### src/rtl/alien_fire_controller.sv
// ============================================================================
// Module   : alien_fire_controller
// Brief    : Picks the firing alien column, launches the alien projectile and
//            resolves projectile/player hits and the player's life count.
// Revision : 1.0
// ============================================================================
`timescale 1ns/1ps
`default_nettype none

module alien_fire_controller #(
    parameter int          NUM_COLS     = 8,
    parameter logic [9:0]  COL_SPACING  = 10'd40,
    parameter logic [9:0]  ROW_SPACING  = 10'd32,
    parameter logic [9:0]  ALIEN_W      = 10'd24,
    parameter logic [9:0]  ALIEN_H      = 10'd16,
    parameter logic [9:0]  PLAYER_W     = 10'd32,
    parameter logic [9:0]  PLAYER_H     = 10'd16,
    parameter logic [9:0]  PROJ_SIZE    = 10'd3,
    parameter logic [7:0]  COOLDOWN_MIN = 8'd30,
    parameter logic [15:0] LFSR_SEED    = 16'hACE1,
    parameter logic [1:0]  INIT_LIVES   = 2'd3
) (
    input  logic                  Clk,
    input  logic                  Reset,
    input  logic                  frame_clk,
    input  logic [9:0]            alien_base_x,
    input  logic [9:0]            alien_base_y,
    input  logic [NUM_COLS-1:0]   col_alive,
    input  logic [3*NUM_COLS-1:0] col_depth,
    input  logic [9:0]            player_x,
    input  logic [9:0]            player_y,
    input  logic [9:0]            projectile_x_pos,
    input  logic [9:0]            projectile_y_pos,
    output logic                  shoot,
    output logic [9:0]            shooter_x,
    output logic [9:0]            shooter_y,
    output logic                  is_hit,
    output logic                  player_hit,
    output logic [1:0]            lives,
    output logic                  game_over
);

    localparam logic [2:0] S_COOLDOWN = 3'd0;
    localparam logic [2:0] S_SELECT   = 3'd1;
    localparam logic [2:0] S_ARMED    = 3'd2;
    localparam logic [2:0] S_FLIGHT   = 3'd3;
    localparam logic [2:0] S_HALT     = 3'd4;

    localparam logic [15:0] c_LFSR_MASK = 16'hB400;

    logic [2:0]  r_state;
    logic [2:0]  w_state_nxt;
    logic        r_frame_d;
    logic        r_frame_edge;
    logic [15:0] r_lfsr;
    logic [7:0]  r_cd_cnt;
    logic [2:0]  r_col_sel;
    logic        r_hit_done;
    logic        r_is_hit;
    logic [1:0]  r_lives;
    logic [9:0]  r_sx;
    logic [9:0]  r_sy;

    logic [2:0]  w_depth;
    logic        w_col_live;
    logic [9:0]  w_sx;
    logic [9:0]  w_sy;
    logic        w_ovl_x;
    logic        w_ovl_y;
    logic        w_retired;
    logic        w_hit;
    logic        w_retire;

    always_comb begin
        w_depth = 3'd0;
        for (int c = 0; c < NUM_COLS; c++) begin
            if (r_col_sel == c[2:0]) begin
                w_depth = col_depth[3*c +: 3];
            end
        end
    end

    assign w_col_live = col_alive[r_col_sel];
    assign w_sx = alien_base_x + 10'(r_col_sel) * COL_SPACING + {1'b0, ALIEN_W[9:1]};
    assign w_sy = alien_base_y + 10'(w_depth) * ROW_SPACING + ALIEN_H;

    // 11-bit sums keep the box edges from wrapping near the screen limits
    assign w_ovl_x = ({1'b0, projectile_x_pos} + {1'b0, PROJ_SIZE} >= {1'b0, player_x}) &&
                     ({1'b0, projectile_x_pos} <= {1'b0, player_x} + {1'b0, PLAYER_W} + {1'b0, PROJ_SIZE});
    assign w_ovl_y = ({1'b0, projectile_y_pos} + {1'b0, PROJ_SIZE} >= {1'b0, player_y}) &&
                     ({1'b0, projectile_y_pos} <= {1'b0, player_y} + {1'b0, PLAYER_H} + {1'b0, PROJ_SIZE});
    assign w_retired = (projectile_x_pos == 10'd0) && (projectile_y_pos == 10'd0);

    // A hit takes precedence over a retirement seen in the same cycle
    assign w_hit    = (r_state == S_FLIGHT) && w_ovl_x && w_ovl_y && !r_hit_done;
    assign w_retire = (r_state == S_FLIGHT) && w_retired && !w_hit;

    always_ff @(posedge Clk) begin
        if (!Reset) begin
            r_state <= S_COOLDOWN;
        end else begin
            r_state <= w_state_nxt;
        end
    end

    always_comb begin
        w_state_nxt = r_state;
        case (r_state)
            S_COOLDOWN: if (r_frame_edge && (r_cd_cnt == 8'd0)) w_state_nxt = S_SELECT;
            S_SELECT:   if (w_col_live) w_state_nxt = S_ARMED;
            S_ARMED:    if (projectile_y_pos != 10'd0) w_state_nxt = S_FLIGHT;
            S_FLIGHT:   if (w_retire) w_state_nxt = (r_lives == 2'd0) ? S_HALT : S_COOLDOWN;
            S_HALT:     w_state_nxt = S_HALT;
            default:    w_state_nxt = S_COOLDOWN;
        endcase
    end

    always_comb begin
        shoot      = (r_state == S_ARMED);
        shooter_x  = r_sx;
        shooter_y  = r_sy;
        is_hit     = r_is_hit;
        player_hit = r_is_hit;
        lives      = r_lives;
        game_over  = (r_lives == 2'd0);
    end

    always_ff @(posedge Clk) begin
        if (!Reset) begin
            r_frame_d    <= 1'b0;
            r_frame_edge <= 1'b0;
            r_lfsr       <= LFSR_SEED;
            r_cd_cnt     <= COOLDOWN_MIN;
            r_col_sel    <= 3'd0;
            r_hit_done   <= 1'b0;
            r_is_hit     <= 1'b0;
            r_lives      <= INIT_LIVES;
            r_sx         <= 10'd0;
            r_sy         <= 10'd0;
        end else begin
            r_frame_d    <= frame_clk;
            r_frame_edge <= frame_clk & ~r_frame_d;
            r_lfsr       <= {1'b0, r_lfsr[15:1]} ^ (r_lfsr[0] ? c_LFSR_MASK : 16'h0000);
            r_is_hit     <= 1'b0;
            case (r_state)
                S_COOLDOWN: begin
                    if (r_frame_edge) begin
                        if (r_cd_cnt == 8'd0) begin
                            r_col_sel <= r_lfsr[2:0];
                        end else begin
                            r_cd_cnt <= r_cd_cnt - 8'd1;
                        end
                    end
                end
                S_SELECT: begin
                    if (w_col_live) begin
                        r_sx <= w_sx;
                        r_sy <= w_sy;
                    end else begin
                        r_col_sel <= r_col_sel + 3'd1;
                    end
                end
                S_FLIGHT: begin
                    if (w_hit) begin
                        r_is_hit   <= 1'b1;
                        r_hit_done <= 1'b1;
                        if (r_lives != 2'd0) begin
                            r_lives <= r_lives - 2'd1;
                        end
                    end else if (w_retire) begin
                        r_hit_done <= 1'b0;
                        r_cd_cnt   <= COOLDOWN_MIN + {2'b00, r_lfsr[5:0]};
                    end
                end
                default: begin
                end
            endcase
        end
    end

endmodule

`default_nettype wire

### config.mk
export PLATFORM = sky130hd
export DESIGN_NAME = alien_fire_controller
export DESIGN_NICKNAME = d
export VERILOG_FILES = /design/src/rtl/alien_fire_controller.sv
export SDC_FILE = /design/constraint.sdc
export NUM_CORES = 1
export LEC_CHECK = 0
export CELL_PAD_IN_SITES_DETAIL_PLACEMENT = 1
export CELL_PAD_IN_SITES_GLOBAL_PLACEMENT = 1
export CORE_MARGIN = 4
export CORE_UTILIZATION = 33
export DETAILED_ROUTE_END_ITERATION = 10
export PLACE_DENSITY_LB_ADDON = 0.1
export SYNTH_ARGS = -nofsm -noshare
export SYNTH_HDL_FRONTEND = slang
export SYNTH_SLANG_ARGS = --single-unit
### constraint.sdc
create_clock -name Clk -period 3.6 [get_ports Clk]
set_input_delay 0.54 -clock Clk [delete_from_list [all_inputs] [get_ports Clk]]
set_output_delay 0.54 -clock Clk [all_outputs]
set_load 0.1 [all_outputs]
### Word-level counts from Yosys, hierarchy flattened

Cells that the tools add are included.

| cells by class | value |
|---|---|
| $lt $le $gt $ge | 5 |
| eq/ne operators | 20 |
| $add $sub $neg | 14 |
| bitwise logic cells | 3 |
| multiply operators | 1 |
| reductions and logical operators | 29 |
| multiplexer cells | 29 |

Operators with widths:

| cell | number |
|---|---|
| 3-bit two-way mux | 16 |
| 8-bit two-way mux | 4 |
| 10-bit by 2-bit adder with 11-bit output (second input constant) | 2 |
| 11-bit by 2-bit adder with 11-bit output (second input constant) | 2 |
| 11-bit by 10-bit >= comparator with 1-bit output | 2 |
| 10-bit by 11-bit less-or-equal comparator with 1-bit output | 2 |
| 10-bit logical NOT | 2 |
| 16-bit two-way mux | 1 |
| 2-bit inequality test (second input constant) | 8 |
| 8-bit case mux with 2 select lines | 1 |
| 15-bit by 16-bit XOR with 16-bit output | 1 |
| 3-bit == test (second input constant) | 5 |
| 3-bit case mux with 5 select lines | 1 |
| 3-bit by 2-bit == test with 1-bit output (second input constant) | 4 |
| 10-bit by 5-bit adder with 11-bit output (second input constant) | 1 |
| 10-bit by 6-bit adder with 11-bit output (second input constant) | 1 |
| 10-bit by 4-bit adder with 10-bit output (second input constant) | 1 |
| 10-bit by 5-bit adder with 10-bit output (second input constant) | 1 |
| 10-bit by 8-bit adder with 10-bit output | 1 |
| 10-bit by 9-bit adder with 10-bit output | 1 |
| 10-bit nonzero test | 1 |
| 1-bit logical AND | 9 |
| 8-bit logical NOT | 1 |
| 4-bit AND reduction | 2 |
| other kinds (20) | 31 |

| storage, ports and cells | value |
|---|---|
| input port bits | 95 |
| register bits | 56 |
| logic and storage cells | 112 |
| output and inout bits | 26 |

### Depth between registers and ports, before layout

Gate-level depths: netlist of the first run.

| logic depth | value |
|---|---|
| word-level depth | 12 |
| mapped depth | 17 |

### Least setup slack after synthesis of the first run

Ideal clock, no wire load.

| timing | value |
|---|---|
| path type | input to register |
| start | in player_x[0] |
| end | reg r_cd_cnt[4] |
| arrival | 3.335 ns |
| library setup time | 0.122 ns |
| stages on the path | 16 |
| required time | 3.478 ns |
| slack | 0.143 ns |
| path buffers | 1 |
| cells stage by stage | inv_1 ha_1 nor3_1 a21oi_1 nor3_1 xnor2_1 ha_1 a21o_1 a21oi_1 nand2b_1 o31ai_1 nand4_4 o21bai_4 buf_8 nor2_2 o32a_1 |

| on the way | value |
|---|---|
| word-level cells in the longest chain between the ends | 11 |
| elaborated cells between the ends (all ways) | 13 |
| classes of those cells | add/sub: 2; order compare: 2; eq/ne: 2; reduce/logical: 7 |

Ends and longest elaborated chain:

| what | line | source |
|---|---|---|
| start: declaration | 30 | `input logic [9:0] player_x,` |
| 10-bit by 6-bit adder with 11-bit output | 89 | `({1'b0, projectile_x_pos} <= {1'b0, player_x} + {1'b0, PLAYER_W} + {1'b0, PROJ_SIZE});` |
| 11-bit by 2-bit adder with 11-bit output | 89 |  |
| 10-bit by 11-bit less-or-equal comparator with 1-bit output | 89 |  |
| 1-bit logical AND * | 88 | `assign w_ovl_x = ({1'b0, projectile_x_pos} + {1'b0, PROJ_SIZE} >= {1'b0, player_x}) &&` |
| 1-bit logical AND * (3 in series) | 95 | `assign w_hit = (r_state == S_FLIGHT) && w_ovl_x && w_ovl_y && !r_hit_done;` |
| 1-bit logical NOT | 96 | `assign w_retire = (r_state == S_FLIGHT) && w_retired && !w_hit;` |
| 1-bit logical AND | 96 |  |
| 2-bit inequality test (no line) | -- |  |
| 5-bit AND reduction (no line) * | -- |  |
| end signal: assignment | 151 | `r_cd_cnt <= r_cd_cnt - 8'd1;` |
| end signal: assignment | 172 | `r_cd_cnt <= COOLDOWN_MIN + {2'b00, r_lfsr[5:0]};` |
| end: declaration | 56 | `logic [7:0] r_cd_cnt;` |

Every way passes the cells marked *; elsewhere a longest branch is shown, timed or not.
A chain may end at the register's enable or synchronous reset.

### Worst setup path after layout of the first run

| timing | value |
|---|---|
| start | in player_y[2] |
| end | reg r_cd_cnt[2] |

| on the way | value |
|---|---|
| word-level cells in the longest chain between the ends | 10 |
| elaborated cells between the ends (all ways) | 12 |
| classes of those cells | add/sub: 2; order compare: 2; eq/ne: 2; reduce/logical: 6 |

Ends and longest elaborated chain:

| what | line | source |
|---|---|---|
| start: declaration | 31 | `input logic [9:0] player_y,` |
| 10-bit by 5-bit adder with 11-bit output | 91 | `({1'b0, projectile_y_pos} <= {1'b0, player_y} + {1'b0, PLAYER_H} + {1'b0, PROJ_SIZE});` |
| 11-bit by 2-bit adder with 11-bit output | 91 |  |
| 10-bit by 11-bit less-or-equal comparator with 1-bit output | 91 |  |
| 1-bit logical AND * | 90 | `assign w_ovl_y = ({1'b0, projectile_y_pos} + {1'b0, PROJ_SIZE} >= {1'b0, player_y}) &&` |
| 1-bit logical AND * (2 in series) | 95 |  |
| 1-bit logical NOT | 96 |  |
| 1-bit logical AND | 96 |  |
| 2-bit inequality test (no line) | -- |  |
| 5-bit AND reduction (no line) * | -- |  |

Marks and branches as above.

==> impl_metrics.env, run 1 <==
export IMPL_vias=4760
export IMPL_drtAntennaViolNets=0
export IMPL_max_cap_viol_count=0
export IMPL_crit_path_cell_trace="clkdlybuf4s50_1 > inv_2 > a21oi_4 > a21oi_2 > nor2_2 > nand4_1 > xnor2_1 > ha_1 > nor2b_1 > a2111oi_2 > a211o_1 > nand4_4 > o21bai_4 > buf_6 > buf_6 > nand2_1 > a31oi_1"
export IMPL_finalHoldViolCount=0
export IMPL_dieArea_um2=16300
export IMPL_ys_async_sr_fraction_pct=0
export IMPL_clockRootBuffer="clkbuf_16"
export IMPL_worstSetupPathType="input port to flip-flop"
export IMPL_port_buffers=120
export IMPL_cts_clk_slew_worst_paths_ps=80
export IMPL_max_freq_mhz=289
export IMPL_worst_pin_slew_ps=1090
export IMPL_antenna_cells=0
export IMPL_drt_iter0_markers=156
export IMPL_fin_cells=923
export IMPL_dpl_worst_slack_ps=-568
export IMPL_worstHoldPathType="flip-flop to flip-flop"
export IMPL_worstPathBufferInverterCount=4
export IMPL_synth_cell_types=62
export IMPL_synth_top_area_share_pct=23.7
export IMPL_p_per_area_nw_per_um2=251
export IMPL_dp_cells=907
export IMPL_grt_max_degree=33
export IMPL_cp_data_required_time_ps=3830
export IMPL_clock_latency_ps=300
export IMPL_cts_path_max_buffers=2
export IMPL_crit_slowest_cell="clkdlybuf4s50_1"
export IMPL_critPathMostFrequentCell="buf_6"
export IMPL_status="completed"
export IMPL_finalSetupViolCount=0
export IMPL_total_power_mw=1.71
export IMPL_hold_slack_ps=385
export IMPL_synth_ff_type="dfxtp_1"
export IMPL_fin_skew_ps=7.26
export IMPL_period_share_pct=96.1
export IMPL_die_x_um=128
export IMPL_relSlewSlack_pct=27.2
export IMPL_gr_total_overflow=0
export IMPL_area_growth_pct=44.0
export IMPL_htree_levels=2
export IMPL_wirelength_um=14800
export IMPL_dp_hpwl_um=11900
export IMPL_die_y_um=128
export IMPL_routedWlPerCell_um=16.0
export IMPL_rows=43
export IMPL_antenna_found_initial=0
export IMPL_grt_usage_pct=17.8
export IMPL_cts_made_buffers=5
export IMPL_critPathLaunchType="input port"
export IMPL_io_pins=121
export IMPL_cp_slowest_stage_delay_ps=510
export IMPL_detailed_place_area_um2=6470
export IMPL_initial_core_util_pct=33.9
export IMPL_cts_tree="done"
export IMPL_drive_gt1_share_pct=14.5
export IMPL_slew_violations=0
export IMPL_synth_top_cell_by_area="dfxtp_1"
export IMPL_p_leak_nw=2.96
export IMPL_yosysSeqAreaShare_pct=23.7
export IMPL_drt_pass1_iterations=4
export IMPL_layout_common_cells="clkdlybuf4s50_1, ha_1, buf_4"
export IMPL_clkSinkCount=56
export IMPL_critPathCaptureType="flip-flop"
export IMPL_grt_first_pass_wirelength_um=24100
export IMPL_syn_area_per_cell_um2=8.31
export IMPL_vias_per_cell=5.16
export IMPL_final_common_cell="clkdlybuf4s50_1"
export IMPL_synth_area_leaders="dfxtp_1, ha_1, xnor2_1"
export IMPL_stdcell_area_um2=6810
export IMPL_cp_max_fo=6
export IMPL_setup_ws_ps=139
export IMPL_cpLargestDelayFamily="compound AO/OA/AOI/OAI gates"
export IMPL_ys_warn_count=0
export IMPL_coreArea_um2=13900
export IMPL_grt_pass1_vias=5086
export IMPL_syn_area_um2=4730
export IMPL_crit_arrival_ps=3690
export IMPL_period_needed_ps=3460
export IMPL_nNetsFinal=911
export IMPL_synth_nets=738
export IMPL_drc=0
export IMPL_synthCells=569
export IMPL_synth_edf_count=0
export IMPL_ys_seq_elements=56
export IMPL_ir_drop_uv=196
export IMPL_gp_congestion=0.851
export IMPL_cts_hold_buffers=0
==> worst reg2reg max path, delay by kind of cell (launching register included) <==
family / cells / cell delay, ps
AO/OA/AOI/OAI: 10 / 1530
XOR/XNOR: 1 / 170
adder cells (fa/ha/maj): 2 / 550
buffers and inverters: 1 / 150
flip-flops: 1 / 390
AND/OR/NAND/NOR: 3 / 250
==> worst paths after layout <==
| path | from | endpoint | slack [ps] | depth (start not counted) |
|---|---|---|---|---|
| min | r_frame_d | r_frame_edge | 380 | 1 |
| min reg2reg | r_frame_d | r_frame_edge | 380 | 1 |
| max reg2reg | r_col_sel[0] | shooter_y[9] | 390 | 17 |
| max | player_y[2] | r_cd_cnt[2] | 140 | 17 |
==> repair_timing <==
| item | 4_1_cts | 5_1_grt |
|---|---|---|
| buffers inserted | 0 | 8 |
| gates resized for setup | 6 | 29 |
| pin swaps | 2 | 20 |
| setup endpoints to repair | 13 | 14 |
==> per-layer routing <==
| metal | wire, um | share of wire (%) | up-vias | GRT usage, % |
|---|---|---|---|---|
| met5 | 0 | 0 | - | 0 |
| met4 | 157 | 1.1 | 0 | 3.81 |
| met3 | 691 | 4.7 | 12 | 3.42 |
| met2 | 7730 | 52 | 76 | 33.0 |
| met1 | 6180 | 42 | 2305 | 21.2 |
| li1 | - | - | 2367 | - |
==> area by class of cell <==
type                            instances  area, um2
Fill cell                            1644       7130
Multi-Input combinational cell        453       3460
Timing Repair Buffer                  181       1680
Sequential cell                        56       1120
Tap cell                              180        225
Inverter                               45        169
Clock buffer                            5        125
Clock inverter                          3       28.8
==> power by group <==
group / switching, mW / leakage, nW / internal, mW
combinational: 0.243 / 2.42 / 0.295
sequential: 0.0154 / 0.458 / 0.638
clock: 0.250 / 0.0767 / 0.269
total: 0.509 / 2.96 / 1.20
==> stage by stage <==
stage	setup TNS, ps	utilization [%]
after global placement	-3690	46.4
after floorplan	0	-
after CTS	0	47.7
final	0	48.9
after global routing	-114	48.9
after detailed placement	-6790	46.4
==> cell families (layout without fill, tap and decap cells) <==
kind of cell	Yosys count	count (layout)	synth area share, %
XOR/XNOR	49	49	9.08
AND/OR/NAND/NOR	181	181	19.5
multiplexers	15	15	3.81
flip-flops	56	56	23.7
adder cells (fa/ha/maj)	74	74	19.9
AO/OA/AOI/OAI	134	134	18.8
buffers and inverters	60	234	5.13
==> state kept, by name, indices dropped and copies added (netlist names) <==
signal / cells
r_frame_edge: 1
r_col_sel: 3
is_hit: 1
shooter_y: 10
r_frame_d: 1
r_cd_cnt: 8
r_state: 3
r_hit_done: 1
lives: 2
r_lfsr: 16
shooter_x: 10
==> cells in the mapped netlist, types with 3 or more instances <==
library cell	number
inv_1	43
mux2i_1	11
o21ai_1	7
o221ai_1	3
a31oi_1	3
nor4_1	3
ha_1	72
a21o_1	14
o21a_1	4
clkbuf_1	11
o2111ai_1	4
nand3b_1	3
xnor2_1	34
nor2b_1	9
dfxtp_1	56
o21ai_0	24
a211o_1	4
a211oi_1	11
nand2b_1	8
nand4_1	15
o22ai_1	3
nand2_1	45
and2_1	8
a21oi_1	34
a22oi_1	7
nor2_1	51
xor2_1	15
nor3_1	15
nor3b_1	3
nand3_1	8
Power figures use the tool's default switching activity.
==> run 2: changes to the inputs <==
Settings changed: CORE_ASPECT_RATIO set to 1.4.
==> run 2 against run 1 <==
  * Fmax barely moved
  * Register-to-register slack improved by 30 ps
  * Final cell count rose by 0.98%
  * Global-route usage is 0.73 points higher
  * Critical path type unchanged
==> impl_metrics.env, run 2 (synthesis gave the netlist of run 1 again) <==
export IMPL_fin_skew_ps=6.82
export IMPL_drt_pass1_iterations=4
export IMPL_initial_core_util_pct=33.8
export IMPL_gr_max_usage_layer="met2"
export IMPL_drive_gt1_share_pct=15.4
export IMPL_clockRootBuffer="clkbuf_16"
export IMPL_critPathLaunchType="input port"
export IMPL_worstPathBufferInverterCount=5
export IMPL_critPathMostFrequentCell="buf_6"
export IMPL_cts_tree="done"
export IMPL_use_met2_pct=37.2
export IMPL_slew_violations=0
export IMPL_cp_max_fo=5
export IMPL_htree_levels=2
export IMPL_routedWlPerCell_um=16.6
export IMPL_nNetsFinal=915
export IMPL_clkSinkCount=56
export IMPL_io_pins=121
export IMPL_use_met3_pct=2.63
export IMPL_port_buffers=120
export IMPL_finalHoldViolCount=0
export IMPL_largest_register="r_lfsr"
export IMPL_relSlewSlack_pct=31.8
export IMPL_drc=0
export IMPL_largest_reg_flops=16
export IMPL_layout_common_cells="clkdlybuf4s50_1, ha_1, buf_4"
export IMPL_worst_pin_slew_ps=1020
export IMPL_crit_path_cell_trace="clkdlybuf4s50_1 > inv_1 > ha_4 > nor3b_2 > nand4_1 > xnor2_1 > ha_1 > a21o_1 > a21oi_1 > o21ai_1 > a41oi_2 > buf_6 > o21bai_4 > buf_6 > buf_4 > a211o_1 > a31oi_1"
export IMPL_clock_latency_ps=300
export IMPL_final_common_cell="clkdlybuf4s50_1"
export IMPL_fin_cells=932
export IMPL_antenna_found_initial=0
export IMPL_use_met1_pct=19.2
export IMPL_grt_max_degree=28
export IMPL_area_growth_pct=44.7
export IMPL_wirelength_um=15400
export IMPL_period_needed_ps=3460
export IMPL_cts_made_buffers=5
export IMPL_drt_iter0_markers=163
export IMPL_max_freq_mhz=289
export IMPL_coreArea_um2=14000
export IMPL_vias_per_cell=5.13
export IMPL_status="completed"
export IMPL_drtAntennaViolNets=0
export IMPL_grt_pass1_vias=5167
export IMPL_rsz0062_at_grt="no"
export IMPL_p_per_area_nw_per_um2=250
export IMPL_p_leak_nw=2.96
export IMPL_critPathCaptureType="flip-flop"
export IMPL_detailed_place_area_um2=6470
export IMPL_vias=4781
export IMPL_gr_total_overflow=0
export IMPL_max_cap_viol_count=0
export IMPL_crit_arrival_ps=3690
export IMPL_cts_path_max_buffers=2
export IMPL_rows=51
export IMPL_period_share_pct=96.2
export IMPL_stdcell_area_um2=6840
export IMPL_worstHoldPathType="flip-flop to flip-flop"
export IMPL_dp_cells=911
export IMPL_cpLargestDelayFamily="compound AO/OA/AOI/OAI gates"
export IMPL_crit_slowest_cell="clkdlybuf4s50_1"
export IMPL_dp_hpwl_um=12500
export IMPL_cp_slowest_stage_delay_ps=480
export IMPL_grt_first_pass_wirelength_um=24500
export IMPL_cts_clk_slew_worst_paths_ps=80
export IMPL_die_y_um=150
export IMPL_dieArea_um2=16300
export IMPL_finalSetupViolCount=0
export IMPL_antenna_cells=0
export IMPL_gp_congestion=0.807
export IMPL_grt_usage_pct=18.5
export IMPL_cp_data_required_time_ps=3830
export IMPL_ir_drop_uv=340
export IMPL_worstSetupPathType="input port to flip-flop"
export IMPL_die_x_um=109
[run 2: metal layers]
metal | share of wire, % | vias to the layer above
met4 | 2.0 | 0
met5 | 0 | -
met2 | 57 | 78
met1 | 37 | 2306
met3 | 3.2 | 23
li1 | - | 2374
[run 2: final timing paths]
kind / start / to / cells after the start / slack [ps]
setup / recovery: projectile_y_pos[0] / r_cd_cnt[2] / 17 / 140
hold / removal: r_frame_d / r_frame_edge / 1 / 390
setup reg to reg: r_col_sel[0] / shooter_y[9] / 17 / 420
hold reg to reg: r_frame_d / r_frame_edge / 1 / 390
[run 2: layout make-up]
cell class	count	area, um2
Timing Repair Buffer	185	1700
Clock buffer	5	125
Sequential cell	56	1120
Multi-Input combinational cell	453	3460
Clock inverter	3	25.0
Tap cell	185	231
Inverter	45	169
Fill cell	1670	7130
[run 2: timing repair]
action | 4_1_cts | 5_1_grt
resized for setup | 8 | 27
pin swaps | 8 | 29
setup buffers | 4 | 9
hold endpoints to repair | 0 | 0
setup endpoints to repair | 13 | 14
hold buffers | 0 | 0
[run 2: stage by stage]
stage                     setup slack (ps)  utilization, %  TNS, ps  power, mW  hold WS [ps]
final                                  138            48.9        0       1.71           385
after global placement                -382            46.3    -4070       1.16           373
after global routing                  6.83            48.9        0       1.81           423
after detailed placement              -537            46.3    -6290       1.18           387
after floorplan                        143               -        0      0.926           367
after CTS                             4.86            47.8        0       1.71           394
[run 2: worst register-to-register path, cell delays in order, from the launching register on]
cell	delay (ps)
dfxtp_2	480
inv_1	150
ha_1	300
nand2_1	100
nor2_1	40
a21oi_1	160
o21ai_0	110
a22oi_1	150
o221ai_1	120
o21ai_0	100
o21ai_1	110
ha_1	290
a21o_1	160
a21oi_1	230
nor2b_1	70
o21ai_0	210
xor2_1	100
a211oi_1	230
[run 2: power breakdown]
| part | total (mW) | leakage (nW) | internal (mW) | switching [mW] |
|---|---|---|---|---|
| clock network | 0.507 | 0.0708 | 0.264 | 0.243 |
| registers | 0.653 | 0.458 | 0.638 | 0.0152 |
| logic | 0.548 | 2.43 | 0.302 | 0.246 |
| total | 1.71 | 2.96 | 1.20 | 0.504 |
==> run 3: changes to the inputs <==
Settings changed: GPL_TIMING_DRIVEN set to 0.
==> run 3 against run 2 <==
  * Global-route usage increased by 0.32 points
  * Final cell count decreased by 3.8%
  * Hold slack about the same
  * Fmax increased by 1.4%
  * Non-clock buffer count decreased by 35
  * Count of clock-buffer cells in the layout unchanged
  * Register-to-register slack about the same
  * Combinational power decreased by 8.0%
  * Critical path type unchanged
  * Largest cell class unchanged
  * Highest routed layer unchanged
==> impl_metrics.env, run 3 (synthesis gave the netlist of run 1 again) <==
export IMPL_clock_latency_ps=300
export IMPL_clockRootBuffer="clkbuf_16"
export IMPL_total_power_mw=1.69
export IMPL_setup_tns_final_ps=0
export IMPL_gp_congestion=0.871
export IMPL_cts_path_max_buffers=2
export IMPL_p_per_area_nw_per_um2=255
export IMPL_hp_start="r_frame_d"
export IMPL_critPathLaunchType="input port"
export IMPL_cp_max_fo=5
export IMPL_cts_made_buffers=5
export IMPL_drc=0
export IMPL_grt_usage_pct=18.8
export IMPL_dieArea_um2=16300
export IMPL_antenna_found_initial=0
export IMPL_max_cap_viol_count=0
export IMPL_finalSetupViolCount=0
export IMPL_routedWlPerCell_um=16.9
export IMPL_htree_levels=2
export IMPL_drt_iter0_markers=156
export IMPL_finalHoldViolCount=0
export IMPL_cts_hold_buffers=0
export IMPL_reg2reg_slack_ps=410
export IMPL_period_share_pct=94.8
export IMPL_dp_hpwl_um=12400
export IMPL_drt_pass1_iterations=4
export IMPL_drtAntennaViolNets=0
export IMPL_drive_gt1_share_pct=9.97
export IMPL_vias=4628
export IMPL_grt_first_pass_wirelength_um=24500
export IMPL_worst_pin_slew_ps=1050
export IMPL_relSlewSlack_pct=29.8
export IMPL_slew_violations=0
export IMPL_rows=51
export IMPL_area_growth_pct=39.6
export IMPL_clkSinkCount=56
export IMPL_hold_slack_ps=385
export IMPL_max_freq_mhz=293
export IMPL_final_common_cell="clkdlybuf4s50_1"
export IMPL_gr_total_overflow=0
export IMPL_wirelength_um=15200
export IMPL_largest_reg_flops=16
export IMPL_status="completed"
export IMPL_initial_core_util_pct=33.8
export IMPL_cts_tree="done"
export IMPL_crit_arrival_ps=3610
export IMPL_dp_cells=873
export IMPL_critPathCaptureType="flip-flop"
export IMPL_reg2reg_from="r_col_sel[0]"
export IMPL_reg2reg_to="shooter_y[8]"
export IMPL_period_needed_ps=3410
export IMPL_cp_data_required_time_ps=3800
export IMPL_cp_startpoint="player_x[3]"
export IMPL_fin_skew_ps=6.25
export IMPL_worstSetupPathType="input port to flip-flop"
export IMPL_antenna_cells=0
export IMPL_worstHoldPathType="flip-flop to flip-flop"
export IMPL_layout_common_cells="clkdlybuf4s50_1, ha_1, dfxtp_1"
export IMPL_grt_pass1_vias=5105
export IMPL_coreArea_um2=14000
export IMPL_fin_cells=897
export IMPL_die_x_um=109
export IMPL_p_leak_nw=2.84
export IMPL_ir_drop_uv=270
export IMPL_largest_register="r_lfsr"
export IMPL_die_y_um=150
export IMPL_cts_clk_slew_worst_paths_ps=80
export IMPL_grt_max_degree=21
export IMPL_port_buffers=119
export IMPL_r2r_cells=17
export IMPL_critPathCapture="r_cd_cnt[4]"
export IMPL_vias_per_cell=5.16
export IMPL_rsz0062_at_grt="yes"
export IMPL_io_pins=121
export IMPL_nNetsFinal=880
-- run 3: routing by layer --
| metal | share of wire (%) | vias up | track usage (%) |
|---|---|---|---|
| met5 | 0 | - | 0 |
| met4 | 3.3 | 0 | 7.45 |
| met3 | 3.7 | 29 | 3.06 |
| met2 | 56 | 94 | 37.6 |
| met1 | 37 | 2191 | 18.6 |
| li1 | - | 2314 | - |
-- run 3: final cells by class --
cell class,instances,area (um2)
well taps,185,231
multi-input cells,453,3480
clock buffers,5,125
repair buffers,135,1360
plain buffers,15,75.1
fillers,1683,7380
inverters,45,169
clock inverters,3,33.8
flip-flops and latches,56,1120
-- run 3: critical path, cell delays in order --
cell,delay [ps]
clkdlybuf4s50_1,530
inv_2,90
nor3_4,200
a21oi_2,110
nor3_2,180
xnor2_1,130
ha_1,260
a21o_1,200
a21oi_2,150
nand2b_1,100
o31ai_4,290
nand4_4,160
o21bai_4,210
buf_8,150
nor2_2,40
o32a_1,270
-- run 3: power breakdown --
part / switching (mW) / internal, mW
clock network: 0.258 / 0.269
logic: 0.242 / 0.263
registers: 0.0160 / 0.638
-- run 3: how the worst min path moves through the flow --
stage / end / slack (ps) / cells past startpoint
after floorplan: r_frame_edge / 370 / 1
after detailed placement: r_frame_edge / 380 / 1
final: r_frame_edge / 390 / 1
after global placement: r_frame_edge / 380 / 1
after CTS: r_frame_edge / 390 / 1
after global routing: r_frame_edge / 400 / 1
-- run 3: through the flow --
step / setup WS (ps) / cell area, um2 / util [%]
final: 187 / 6600 / 47.2
after global routing: -2.12 / 6600 / 47.2
after CTS: 2.21 / 6490 / 46.5
after detailed placement: -926 / 6150 / 44.0
after global placement: -876 / 6150 / 44.0
after floorplan: 143 / 4730 / -
-- run 3: timing repair --
item,in CTS,in global routing
gates resized for setup,22,25
setup endpoints to repair,16,14
buffers inserted,10,6
pin swaps,13,23
